## config.mk

```make
export PLATFORM = sky130hd
export DESIGN_NAME = sdlc_rx_frame_buf
export DESIGN_NICKNAME = d
export VERILOG_FILES = /design/src/rtl/sdlc_rx_frame_buf_pkg.sv /design/src/rtl/sdlc_word_fifo_mem.sv /design/src/rtl/sdlc_rx_frame_buf.sv
export SDC_FILE = /design/constraint.sdc
export NUM_CORES = 1
export LEC_CHECK = 0
export CORE_AREA = 2 2 196 198
export DETAILED_ROUTE_END_ITERATION = 6
export DIE_AREA = 0 0 198 200
export GPL_ROUTABILITY_DRIVEN = 0
export GPL_TIMING_DRIVEN = 1
export PLACE_DENSITY = 0.56
export SYNTH_ARGS = -nofsm -noshare
export SYNTH_HDL_FRONTEND = slang
export SYNTH_SLANG_ARGS = --single-unit
```

## constraint.sdc

```tcl
create_clock -name clk -period 11.2 [get_ports clk]
set_clock_uncertainty 0.15 [all_clocks]
set_input_delay 1.12 -clock clk [delete_from_list [all_inputs] [get_ports clk]]
set_output_delay 1.12 -clock clk [all_outputs]
set_load 0.01 [all_outputs]
```

## src/rtl/sdlc_rx_frame_buf_pkg.sv

```systemverilog
// Shared types and helpers for the SDLC receive frame buffer.
package sdlc_rx_frame_buf_pkg;

  typedef enum logic [1:0] {
    StIdle,
    StRecv,
    StDrop
  } rx_state_e;

  localparam logic [7:0] SDLC_FLAG = 8'h7E;

  // Pointer width: one extra bit over the address so full and empty differ.
  function automatic int unsigned ptr_w(input int unsigned depth);
    return $clog2(depth) + 1;
  endfunction

  function automatic logic [7:0] sat_inc(input logic [7:0] v);
    return (v == 8'hFF) ? v : v + 8'd1;
  endfunction

endpackage

```

## src/rtl/sdlc_word_fifo_mem.sv

```systemverilog
// DEPTH x 16 word storage: one synchronous write port, one asynchronous read port.
module sdlc_word_fifo_mem #(
  parameter int unsigned DEPTH = 16,
  parameter int unsigned AW    = $clog2(DEPTH)
) (
  input  logic          clk,
  input  logic          we,
  input  logic [AW-1:0] waddr,
  input  logic [15:0]   wdata,
  input  logic [AW-1:0] raddr,
  output logic [15:0]   rdata
);

  logic [15:0] mem_q [DEPTH];

  always_ff @(posedge clk) begin
    if (we) begin
      mem_q[waddr] <= wdata;
    end
  end

  assign rdata = mem_q[raddr];

endmodule

```

## src/rtl/sdlc_rx_frame_buf.sv

```systemverilog
// Buffers received SDLC words per frame; exposes only frames that ended with a good CRC.
module sdlc_rx_frame_buf
  import sdlc_rx_frame_buf_pkg::*;
#(
  parameter int unsigned DEPTH     = 16,
  parameter int unsigned MIN_WORDS = 2,
  parameter int unsigned STRIP_CRC = 1
) (
  input  logic        clk,
  input  logic        reset,
  input  logic [15:0] rx_word,
  input  logic        rx_valid,
  input  logic        rx_eof,
  input  logic        rx_crc_ok,
  input  logic        rx_abort,
  output logic [15:0] rd_data,
  output logic        rd_valid,
  input  logic        rd_ready,
  output logic        frame_done,
  output logic [7:0]  frame_len,
  output logic [7:0]  crc_err_cnt,
  output logic [7:0]  drop_cnt
);

  localparam int unsigned PW = ptr_w(DEPTH);
  localparam int unsigned AW = PW - 1;
  localparam logic [PW-1:0] DepthP = PW'(DEPTH);
  localparam logic [PW-1:0] StripP = PW'(STRIP_CRC);
  localparam logic [7:0]    StripL = 8'(STRIP_CRC);
  localparam logic [7:0]    MinL   = 8'(MIN_WORDS);

  rx_state_e     state_q;
  logic [PW-1:0] wr_ptr_q, cm_ptr_q, rd_ptr_q;
  logic [7:0]    len_q, frame_len_q, crc_err_q, drop_q;
  logic          frame_done_q;

  logic          full, frame_active, we;
  logic [PW-1:0] wr_nxt;
  logic [7:0]    len_nxt;

  assign full         = (wr_ptr_q - rd_ptr_q) == DepthP;
  assign rd_valid     = rd_ptr_q != cm_ptr_q;
  assign frame_active = (state_q == StRecv) || (state_q == StIdle && rx_valid);
  assign we           = frame_active && rx_valid && !full;
  assign wr_nxt       = rx_valid ? wr_ptr_q + PW'(1) : wr_ptr_q;

  always_comb begin
    len_nxt = len_q;
    if (state_q == StIdle) begin
      len_nxt = 8'd1;
    end else if (rx_valid && len_q != 8'hFF) begin
      len_nxt = len_q + 8'd1;
    end
  end

  sdlc_word_fifo_mem #(
    .DEPTH(DEPTH),
    .AW   (AW)
  ) u_mem (
    .clk  (clk),
    .we   (we),
    .waddr(wr_ptr_q[AW-1:0]),
    .wdata(rx_word),
    .raddr(rd_ptr_q[AW-1:0]),
    .rdata(rd_data)
  );

  always_ff @(posedge clk or posedge reset) begin
    if (reset) begin
      state_q      <= StIdle;
      wr_ptr_q     <= '0;
      cm_ptr_q     <= '0;
      rd_ptr_q     <= '0;
      len_q        <= '0;
      frame_len_q  <= '0;
      crc_err_q    <= '0;
      drop_q       <= '0;
      frame_done_q <= 1'b0;
    end else begin
      frame_done_q <= 1'b0;
      if (rd_valid && rd_ready) begin
        rd_ptr_q <= rd_ptr_q + PW'(1);
      end
      unique case (state_q)
        StIdle, StRecv: begin
          if (frame_active) begin
            if (rx_abort) begin
              wr_ptr_q <= cm_ptr_q;
              drop_q   <= sat_inc(drop_q);
              state_q  <= StIdle;
            end else if (rx_valid && full) begin
              drop_q <= sat_inc(drop_q);
              if (rx_eof) begin
                wr_ptr_q <= cm_ptr_q;
                state_q  <= StIdle;
              end else begin
                state_q <= StDrop;
              end
            end else begin
              wr_ptr_q <= wr_nxt;
              len_q    <= len_nxt;
              state_q  <= rx_eof ? StIdle : StRecv;
              if (rx_eof) begin
                if (!rx_crc_ok) begin
                  wr_ptr_q  <= cm_ptr_q;
                  crc_err_q <= sat_inc(crc_err_q);
                end else if (len_nxt < MinL) begin
                  wr_ptr_q <= cm_ptr_q;
                  drop_q   <= sat_inc(drop_q);
                end else begin
                  // The stripped CRC slot is released so the next frame overwrites it.
                  cm_ptr_q     <= wr_nxt - StripP;
                  wr_ptr_q     <= wr_nxt - StripP;
                  frame_len_q  <= len_nxt - StripL;
                  frame_done_q <= 1'b1;
                end
              end
            end
          end
        end
        StDrop: begin
          if (rx_eof || rx_abort) begin
            wr_ptr_q <= cm_ptr_q;
            state_q  <= StIdle;
          end
        end
        default: state_q <= StIdle;
      endcase
    end
  end

  assign frame_done  = frame_done_q;
  assign frame_len   = frame_len_q;
  assign crc_err_cnt = crc_err_q;
  assign drop_cnt    = drop_q;

endmodule

```

# Word level (Yosys, flattened, before mapping)
# Memories as Yosys holds them, arrays and structs flattened.
# Index checks and enable logic that the tools add are counted.
# totals
reg_bits	50
ramBits	256
inputBits	23
elab_cells	90
n_memories	1
# op_classes
add_sub_neg	8
n_lt_le_gt_ge	1
eq_ne	10
n_mux	34
n_bitwise	5
reduce_logical	22
# mem_list
name	words	word_bits	rd	rd_ports_with_merged_regs	wr	line	text
u_mem.mem_q	16	16	1	0	1	sdlc_word_fifo_mem.sv:14	logic [15:0] mem_q [DEPTH];
# op_table
op	count
two-way mux 8 bit	8
two-way mux 5 bit	9
adder 8 x 1 -> 8 bit (second input constant)	3
== test 8 bit (second input constant)	2
AND reduction 7 bit	2
adder 5 x 1 -> 5 bit (second input constant)	2
two-way mux 1 bit	10
two-way mux 2 bit	5
case mux 5 bit (2 select lines)	1
AND reduction 5 bit	2
nonzero test 3 bit	3
less-than comparator 8 x 2 -> 1 bit (second input constant)	1
!= test 8 bit (second input constant)	1
AND reduction 4 bit	2
subtractor 8 x 1 -> 8 bit (second input constant)	1
logical AND 1 bit	6
== test 5 bit (second input constant)	1
!= test 5 bit	1
inverter 1 bit	5
subtractor 5 x 1 -> 5 bit (second input constant)	1
subtractor 5 bit	1
!= test 2 bit (second input constant)	2
!= test 4 bit (second input constant)	1
case mux 2 bit (2 select lines)	1
other kinds (8)	9

# Logic depth before layout (Yosys ltp)
# Gate-level depths: netlist (run 1).
# depth
depth_word	12
depth_mapped	13
depth_no_buf	10

# Cells and area by module
# From an unflattened synthesis (run 1), not the netlist that was laid out.
# hier_totals
hier_cells	740
area_unflattened_um2	12928.6
# modules_own_cells
mod	instances	cells_each	area_each_um2	seq_area_each_um2
sdlc_word_fifo_mem	1	416	9721.8	7687.4
sdlc_rx_frame_buf	1	324	3206.8	1251.2

# Worst setup path before layout (run 1)
# Ideal clock, no wire load.
# synth_path
path_kind	reg2reg
start	register rd_ptr_q[1]
end	memory u_mem.mem_q[3][0] (enable)
setup_time_ns	0.409
arrival_time_ns	3.551
slack_ns	7.090
path_stages_with_launch	12
path_buffers	2
period_less_slack_ns	4.110
path_cell_list	dfrtp_1 -> buf_1 -> clkbuf_1 -> inv_1 -> ha_1 -> nand2b_1 -> a21o_1 -> a21oi_1 -> or4_1 -> and3_1 -> nand2_1 -> nor3_1
# synth_between
elab_chain_cells	6
# synth_rtl
item	line	text
start, declared	sdlc_rx_frame_buf.sv:33	logic [PW-1:0] wr_ptr_q, cm_ptr_q, rd_ptr_q;
start signal, assigned	sdlc_rx_frame_buf.sv:82	rd_ptr_q <= rd_ptr_q + PW'(1);
subtractor 5 bit	sdlc_rx_frame_buf.sv:41	assign full = (wr_ptr_q - rd_ptr_q) == DepthP;
== test 5 bit	sdlc_rx_frame_buf.sv:41	
logical NOT 1 bit	sdlc_rx_frame_buf.sv:44	assign we = frame_active && rx_valid && !full;
logical AND 1 bit	sdlc_rx_frame_buf.sv:44	
two-way mux 1 bit	sdlc_word_fifo_mem.sv:17	if (we) begin
two-way mux 1 bit (implied by the code)	sdlc_word_fifo_mem.sv:18	mem_q[waddr] <= wdata;
end, declared	sdlc_word_fifo_mem.sv:14	
# No other way between the ends.

# Worst setup path in the final report (run 1)
# layout_path
start	register rd_ptr_q[0]
end	output rd_data[5]
# layout_between
elab_chain_cells	1
# layout_rtl
item	line	text
memory read (16 x 16 bit)	n/a	
end, declared	sdlc_rx_frame_buf.sv:16	output logic [15:0] rd_data,
# No other way between the ends.

==> results of run 1 <==
cell families (layout without fill, tap and decap cells):
logic type,after synthesis,count (layout)
flip-flops,306,306
AND/OR/NAND/NOR,135,135
multiplexers,103,103
AO/OA/AOI/OAI,55,55
buffers and inverters,47,162
XOR/XNOR,39,39
adder cells (fa/ha/maj),14,14
worst paths after layout:
| check | start | end | cells past startpoint |
|---|---|---|---|
| worst max-delay path | rd_ptr_q[0] | rd_data[5] | 4 |
| worst min-delay path | crc_err_cnt[4] | crc_err_cnt[4] | 1 |
| worst max register to register | rd_ptr_q[3] | u_mem.mem_q[13][10] | 10 |
| worst min register to register | crc_err_cnt[4] | crc_err_cnt[4] | 1 |
| max in group asynchronous | reset | rd_ptr_q[0] | 3 |
| min in group asynchronous | reset | drop_cnt[6] | 3 |
through the flow:
| stage | cells | hold WS (ns) | utilization |
|---|---|---|---|
| finish | 1325 | 0.3362 | 0.4099 |
| global route | 1325 | 0.3721 | 0.4099 |
| CTS | 1325 | 0.3393 | 0.4099 |
| detailed placement | 1264 | 0.3261 | 0.3813 |
| global placement | 1264 | 0.3311 | 0.3813 |
| floorplan | 699 | 0.3513 | - |
routing by layer:
metal	share of wire	wire length, um
met1	0.47	12870
met2	0.47	12950
met3	0.044	1212
met4	0.017	463
met5	0	0
registers in the layout (all words and copies together), names as in the netlist, 2 cells and up:
register,count
frame_len,8
drop_cnt,8
crc_err_cnt,8
rd_ptr_q,5
wr_ptr_q,5
len_q,8
state_q,2
cm_ptr_q,5
u_mem.mem_q,256
worst max-delay path, stage by stage (launching register included):
cell             delay (ns)
dfrtp_4                0.90
buf_4                  0.73
mux4_2                 0.60
mux4_2                 0.49
clkdlybuf4s50_1        0.50
power by group:
part	switching (mW)	leakage, nW	internal (mW)
clock network	0.454	0.515	0.626
registers	0.100	2.94	1.32
logic	0.450	1.67	0.538
total	1.00	5.13	2.49
cell usage after synthesis, drive strengths merged, types with 13 or more instances:
cell,n,area share
xnor2,21,0.014
clkbuf,16,0.0047
mux2,14,0.014
edfxtp,256,0.60
inv,17,0.0049
nand2,29,0.0092
nor2,36,0.010
dfrtp,50,0.097
buf,14,0.0062
ha,14,0.014
nand3,13,0.0050
xor2,18,0.012
mux4,80,0.14
layout by cell type, fill, tap and decap left out, drive strengths merged, types with 10 or more instances in the layout:
master         count
and3              10
buf               20
clkbuf            48
clkdlybuf4s50     64
dfrtp             50
edfxtp           256
ha                14
inv               20
mux2              14
mux4              80
nand2             29
nand3             13
nand4             12
nor2              36
nor3              10
o21ai             12
xnor2             21
xor2              18
area by class of cell:
class | instances | area [um^2] | share of cell area
tap | 511 | 639.4 | 0.04170
clock buffer | 48 | 913.4 | 0.05958
timing repair buffer | 84 | 790.8 | 0.05158
multi-input combinational | 346 | 3822 | 0.2493
inverter | 17 | 63.81 | 0.004162
sequential | 306 | 8944 | 0.5834
clock inverter | 13 | 157.7 | 0.01028
==> summary.txt, run 1 <==
Global route
  – Vias in the first global route: between 6000 and 7000
  – GR Util All Layers: 0.1433
  – Gr busiest metal: met2
  – Met2 usage: 0.2311
  – Largest net degree at the start of global routing: 65
  – Grt met1 use: 0.2036
  – Initial antenna violation count: 0
  – Grt met3 use: 0.02386
  – First-pass GRT wire length: approximately 42000 um
  – Gr ovfl total: 0

Synth
  – Largest family of logic cells by synthesized area: multiplexers
  – Number of synthesized flops with an enable pin: 256
  – Post-synth ARST share: 0.1634
  – Mapped Area: 12910 um^2
  – Mapped Nets: 736
  – Post-Synth Adder-Cell Area: 0.01356
  – Post-synthesis xor/xnor area fraction: 0.02645
  – Number of library cell types mapped by synthesis: 62
  – Mean Syn Cell Area: 18.48 um^2
  – Most used DFF post-synth: edfxtp_1
  – Seq/Total Area, Yosys: 0.6921
  – Post-Synth Simple-Gate Area: 0.05764
  – Synthesized instance count: about 700
  – Post-synthesis mux area share: 0.1604
  – Synth Register Bits: 306
  – Compound-Gate Fraction of Synth Area: 0.03401
  – Ys Warns: 0

Floorplanning
  – Die Y: 200 um
  – Row cnt: just over 70
  – Initial core utilization: 0.3453
  – I/O pin count: 65
  – Horiz. Die Dim: 198 um
  – Die area: 39600 um^2
  – Core ar.: about 37000 um^2

Power and ir drop
  – Leakage power total: between 5 and 6 nW
  – Worst vdd ir: approximately 0.13 mV
  – Total Power: 3.491 mW
  – PwrDens: between 200 and 250 nW/um^2

Final layout
  – # diodes: 0
  – Post-route design area: ~15000 um^2
  – # nets final: a little over 800
  – Area grow syn2layout: 18.71%
  – Share of cells above drive strength 1: 0.2408
  – Fillers: 3382

Worst setup path
  – Reg2Reg Setup Slack: about 7 ns
  – CP arrival: between 3 and 4 ns
  – CP endpoint kind: output port
  – Setup CP Type: reg -> out
  – Worst EP required: around 10 ns
  – Worst-path maximum fanout: 36
  – CP Launch Type: flip-flop

Clock network
  – # hold bufs at CTS: 0
  – H-tree depth: 2
  – Reg clk slew, reported paths: 0.06 ns
  – Clk buf depth: 3
  – CTS buffer count: 34
  – Cts repair resizes: 0
  – CTS tree: built
  – TritonCTS Sinks: ~300
  – Postcts setup bufs: 0
  – Skew-Pair Late Insertion Delay: about 0.53 ns
  – Root buf cell: clkbuf_16

STA
  – Rel. slew slack: 0.3308
  – Post-route worst setup slack: ~6 ns
  – FMAX: between 0.15 and 0.2 GHz
  – TNS Setup: 0 ns
  – Count of final setup violators: 0
  – Clock period minus worst slack: 5.056 ns
  – Fin. Hold Viols: 0
  – Max Slew Vio Count: 0
  – RSZ-0062 raised after global routing: false
  – Final period util: 0.4514
  – Worst Tran Pin Value: roughly 1.0 ns

Route
  – Vias per cell: 4.958
  – Post-route ant nets: 0
  – WL final: about 28000 um
  – Drt initial violations: approximately 500
  – Via count: 6569
  – DR pass1 iterations: 4
  – Drt drc: 0
  – DR WL/cell: a little over 20 um

Place
  – Post-Place Setup Slack: 6.461 ns
  – DP Area: ~14000 um^2
  – PortBufs: 64
  – HPWL after detailed placement: roughly 16000 um

Run
  – # Max-Cap Violations: 0

Min path
  – Worst hold path type: reg -> reg

Status
  – Outcome: finished clean
(Power assumes the default switching activity.)
==> inputs of run 2 (changes only) <==
==> constraint.sdc (replaced) <==
create_clock -name clk -period 5.2 [get_ports clk]
set_clock_uncertainty 0.15 [all_clocks]
set_input_delay 0.52 -clock clk [delete_from_list [all_inputs] [get_ports clk]]
set_output_delay 0.52 -clock clk [all_outputs]
set_load 0.01 [all_outputs]
==> summary.txt, run 2 (same netlist as run 1, synthesis figures left out) <==
Status
  – Outcome: finished clean

Clock network
  – H-tree depth: 2
  – Root buf cell: clkbuf_16
  – CTS buffer count: 34
  – Cts repair resizes: 0
  – # hold bufs at CTS: 0
  – Reg clk slew, reported paths: around 0.060 ns
  – Postcts setup bufs: 0
  – CTS tree: built
  – Clk buf depth: 3
  – Skew-Pair Late Insertion Delay: between 0.5 and 0.6 ns
  – TritonCTS Sinks: about 310

Worst setup path
  – Worst EP required: around 4.5 ns
  – Cell mode on critical path: mux4_2
  – Buf/Inv on CP: 2
  – Crit-path leading delay family: buffers and inverters
  – CP arrival: 3.15 ns
  – Reg2Reg Setup Slack: around 1.6 ns
  – Critical Path Max Stage Delay: 0.74 ns
  – Slowest CP cell: buf_4
  – Critical Path, Cell by Cell: buf_4 > mux4_2 > mux4_2 > clkdlybuf4s50_1
  – Worst-path maximum fanout: 67
  – Setup CP Type: reg -> out
  – CP endpoint kind: output port
  – CP Launch Type: flip-flop

Floorplanning
  – Horiz. Die Dim: between 150 and 200 um
  – I/O pin count: between 60 and 70
  – Initial core utilization: 0.3453
  – Die area: between 30000 and 40000 um^2
  – Core ar.: about 37000 um^2
  – Die Y: around 200 um
  – Row cnt: 71

Route
  – Via count: between 6000 and 7000
  – Drt drc: 0
  – DR pass1 iterations: 4
  – Drt initial violations: 395
  – Vias per cell: between 5 and 6
  – WL final: around 28000 um
  – DR WL/cell: 20.91 um
  – Post-route ant nets: 0

Global route
  – Initial antenna violation count: 0
  – First-pass GRT wire length: 43020 um
  – GR Util All Layers: 0.1460
  – Largest net degree at the start of global routing: 69
  – Vias in the first global route: around 7100
  – Gr ovfl total: 0

Final layout
  – Commonest non-fill, non-tap cell in the layout: edfxtp_1
  – Share of cells above drive strength 1: 0.2485
  – Area grow syn2layout: 19.38%
  – Most frequent cells in the layout: edfxtp_1, mux4_2, clkdlybuf4s50_1, dfrtp_1, clkbuf_16
  – Number of flip-flops in the largest register: about 260
  – Core Util, Final: 0.4122
  – # diodes: 0
  – Combined area of the multi-input logic cells: 3822 um^2
  – Sequential Area: 8944 um^2
  – # nets final: just over 800
  – Reg with most FFs: u_mem.mem_q
  – Fillers: roughly 3300

Place
  – HPWL after detailed placement: about 16000 um
  – PortBufs: 64

Min path
  – Worst hold path type: in -> async

Run
  – # Max-Cap Violations: 0

STA
  – Final period util: 0.7355
  – RSZ-0062 raised after global routing: false
  – Max Slew Vio Count: 0
  – Fin. Hold Viols: 0
  – Worst Tran Pin Value: about 1.0 ns
  – Rel. slew slack: 0.3011
  – TNS Setup: 0 ns
  – Count of final setup violators: 0
  – Clock period minus worst slack: about 3.8 ns
  – FMAX: 0.2615 GHz

Power and ir drop
  – Worst vdd ir: approximately 0.34 mV
  – Leakage power total: slightly above 5 nW
  – PwrDens: roughly 500 nW/um^2
  – Total Power: between 7 and 8 mW
run 2: cell count changes in the layout (fill, tap and decap cells not counted), sizes merged:
| cell | delta |
|---|---|
| inv | -3 |
| clkinv | +11 |
| buf | +2 |
| clkbuf | -8 |
| bufinv | +1 |
run 2: worst paths after layout:
check | startpoint | end | cells past startpoint
max | rd_ptr_q[1] | rd_data[11] | 4
min | reset | drop_cnt[6] | 3
max reg2reg | wr_ptr_q[3] | u_mem.mem_q[6][15] | 9
min reg2reg | crc_err_cnt[6] | crc_err_cnt[6] | 1
max in group asynchronous | reset | rd_ptr_q[0] | 3
min in group clk | crc_err_cnt[6] | crc_err_cnt[6] | 1
run 2: layer usage:
layer,part of all wire,up-vias,GRT usage
li1,-,2994,-
met1,0.45,3455,0.2023
met2,0.48,173,0.2383
met3,0.058,36,0.02856
met4,0.015,0,0.03648
met5,0,-,0
run 2: cell type report:
cell class              count  share of cell area
clock buffers              40             0.05859
inverters                  17            0.004139
flip-flops and latches    306              0.5801
clock inverters            22             0.01469
repair buffers             86             0.05308
well taps                 511             0.04147
multi-input cells         346              0.2479
run 2: where the power goes:
group	internal, mW	switching (mW)
clock	1.41	0.976
sequential	2.85	0.134
combinational	1.18	1.05
total	5.43	2.16
run 2: per-stage QoR:
step,cell area (um^2),std cells,hold WS (ns),setup WS [ns]
floorplan,12910,699,0.3513,1.090
global placement,14290,1266,0.3359,1.469
detailed placement,14290,1266,0.3322,1.371
CTS,15420,1328,0.3391,1.351
global route,15420,1328,0.3687,1.288
finish,15420,1328,0.3203,1.376
run 2: worst reg2reg max path: stages (launching register included):
cell,delay [ns]
dfrtp_1,0.62
ha_1,0.36
or4b_1,0.49
o32ai_2,0.27
nor2_1,0.08
or4_1,0.51
and3_1,0.23
nand2_1,0.20
nor2_2,0.15
buf_4,0.26
==> inputs of run 3 (changes only) <==
--- a/config.mk
+++ b/config.mk
@@ -10,7 +10,7 @@
 export DIE_AREA = 0 0 198 200
 export GPL_ROUTABILITY_DRIVEN = 0
 export GPL_TIMING_DRIVEN = 1
-export PLACE_DENSITY = 0.56
+export PLACE_DENSITY = 0.57
 export SYNTH_ARGS = -nofsm -noshare
 export SYNTH_HDL_FRONTEND = slang
 export SYNTH_SLANG_ARGS = --single-unit
==> constraint.sdc (replaced) <==
create_clock -name clk -period 3.45 [get_ports clk]
set_clock_uncertainty 0.15 [all_clocks]
set_input_delay 0.345 -clock clk [delete_from_list [all_inputs] [get_ports clk]]
set_output_delay 0.345 -clock clk [all_outputs]
set_load 0.01 [all_outputs]
==> summary.txt, run 3 (same netlist as run 1, synthesis figures left out) <==
Final layout
  – Reg with most FFs: u_mem.mem_q
  – Most frequent cells in the layout: edfxtp_1, mux4_2, clkdlybuf4s50_1, dfrtp_1, clkbuf_16
  – Share of cells above drive strength 1: 0.2479
  – Number of flip-flops in the largest register: ~260
  – Sequential Area: roughly 8900 um^2
  – # nets final: approximately 840
  – # diodes: 0
  – Fin cells: about 1300
  – Combined area of the multi-input logic cells: ~3800 um^2
  – Commonest non-fill, non-tap cell in the layout: edfxtp_1
  – Fillers: about 3300
  – Area grow syn2layout: 20.30%

STA
  – Fin. Hold Viols: 0
  – Clock period minus worst slack: 3.436 ns
  – Count of final setup violators: 0
  – TNS Setup: 0 ns
  – Post-route worst setup slack: roughly 0.014 ns
  – RSZ-0062 raised after global routing: true
  – Fin Hold WS: around 0.11 ns
  – FMAX: ~0.29 GHz
  – Max Slew Vio Count: 0
  – Rel. slew slack: 0.2971
  – Final period util: 0.9958
  – Worst Tran Pin Value: between 1 and 1.5 ns

Floorplanning
  – Row cnt: 71
  – Die area: roughly 40000 um^2
  – I/O pin count: 65
  – Die Y: 200 um
  – Horiz. Die Dim: just under 200 um
  – Core ar.: roughly 37000 um^2
  – Initial core utilization: 0.3453

Route
  – Drt drc: 0
  – Post-route ant nets: 0
  – DR pass1 iterations: 4
  – Via count: 6658
  – WL final: 28300 um
  – Drt initial violations: around 470
  – Vias per cell: ~5
  – DR WL/cell: approximately 21 um

Power and ir drop
  – Worst vdd ir: roughly 0.35 mV
  – Total Power: 11.75 mW
  – PwrDens: about 760 nW/um^2
  – Leakage power total: between 5 and 6 nW

Worst setup path
  – Worst-path maximum fanout: 16
  – CP endpoint kind: flip-flop
  – Setup CP Type: reg -> reg
  – CP Launch Type: flip-flop
  – Worst EP required: 3.49 ns
  – CP arrival: between 3 and 4 ns

Clock network
  – TritonCTS Sinks: 306
  – CTS tree: built
  – Clk buf depth: 3
  – CTS buffer count: 34
  – H-tree depth: 2
  – Reg clk slew, reported paths: 0.06 ns
  – Root buf cell: clkbuf_16
  – Skew-Pair Late Insertion Delay: 0.52 ns

Global route
  – First-pass GRT wire length: 43650 um
  – GR Util All Layers: 0.1486
  – Gr ovfl total: 0
  – Largest net degree at the start of global routing: 68
  – Vias in the first global route: 6893
  – Initial antenna violation count: 1

Place
  – Post-Place Setup Slack: around 0.1 ns
  – Dpl cells: around 1300
  – PortBufs: 64
  – HPWL after detailed placement: around 17000 um

Min path
  – Worst hold path type: in -> async

Run
  – # Max-Cap Violations: 0

Status
  – Outcome: finished clean
-- run 3: repair_timing --
item,in CTS,in global routing
pin swaps,0,1
setup endpoints to repair,16,259
setup buffers,0,5
hold buffers,0,0
cloned,3,1
gates resized for setup,5,5
-- run 3: layer usage --
layer  share of wire  up-vias  track usage
li1                -     3021            -
met1            0.44     3417       0.2100
met2            0.47      181       0.2306
met3           0.076       39      0.03579
met4           0.018        0      0.04177
met5               0        -            0
-- run 3: worst paths after layout --
check | start | end | slack [ns] | cells after the start
setup reg to reg | rd_ptr_q[0] | u_mem.mem_q[8][9] | 0.01 | 8
setup / recovery | rd_ptr_q[0] | u_mem.mem_q[8][9] | 0.01 | 8
hold / removal | reset | drop_cnt[5] | 0.11 | 2
max in group asynchronous | reset | crc_err_cnt[7] | 2.29 | 3
min in group clk | crc_err_cnt[6] | crc_err_cnt[6] | 0.34 | 1
hold reg to reg | crc_err_cnt[6] | crc_err_cnt[6] | 0.34 | 1
-- run 3: critical path, cell delays in order, from the launching register on --
cell and delay, ns:
dfrtp_4 0.55, ha_1 0.26, or4b_1 0.54, o32ai_2 0.25
nor2_1 0.07, or4_1 0.52, and3_1 0.24, nand2_1 0.27
nor2_2 0.28
-- run 3: where the power goes --
| part | switching, mW | total, mW | internal [mW] |
|---|---|---|---|
| Clock | 1.44 | 3.46 | 2.03 |
| Combinational | 1.85 | 3.80 | 1.95 |
| Sequential | 0.183 | 4.49 | 4.30 |
-- run 3: per-stage QoR --
stage	utilization	area, um^2
after floorplan	-	12950
after global routing	0.4154	15540
after CTS	0.4136	15470
after detailed placement	0.3825	14310
after global placement	0.3825	14310
final	0.4154	15540
-- run 3: cell type report --
class / count / share of cell area
tap: 511 / 0.04115
sequential: 306 / 0.5757
multi-input combinational: 346 / 0.2476
inverter: 17 / 0.004107
clock inverter: 15 / 0.009342
timing repair buffer: 93 / 0.06314
clock buffer: 46 / 0.05895
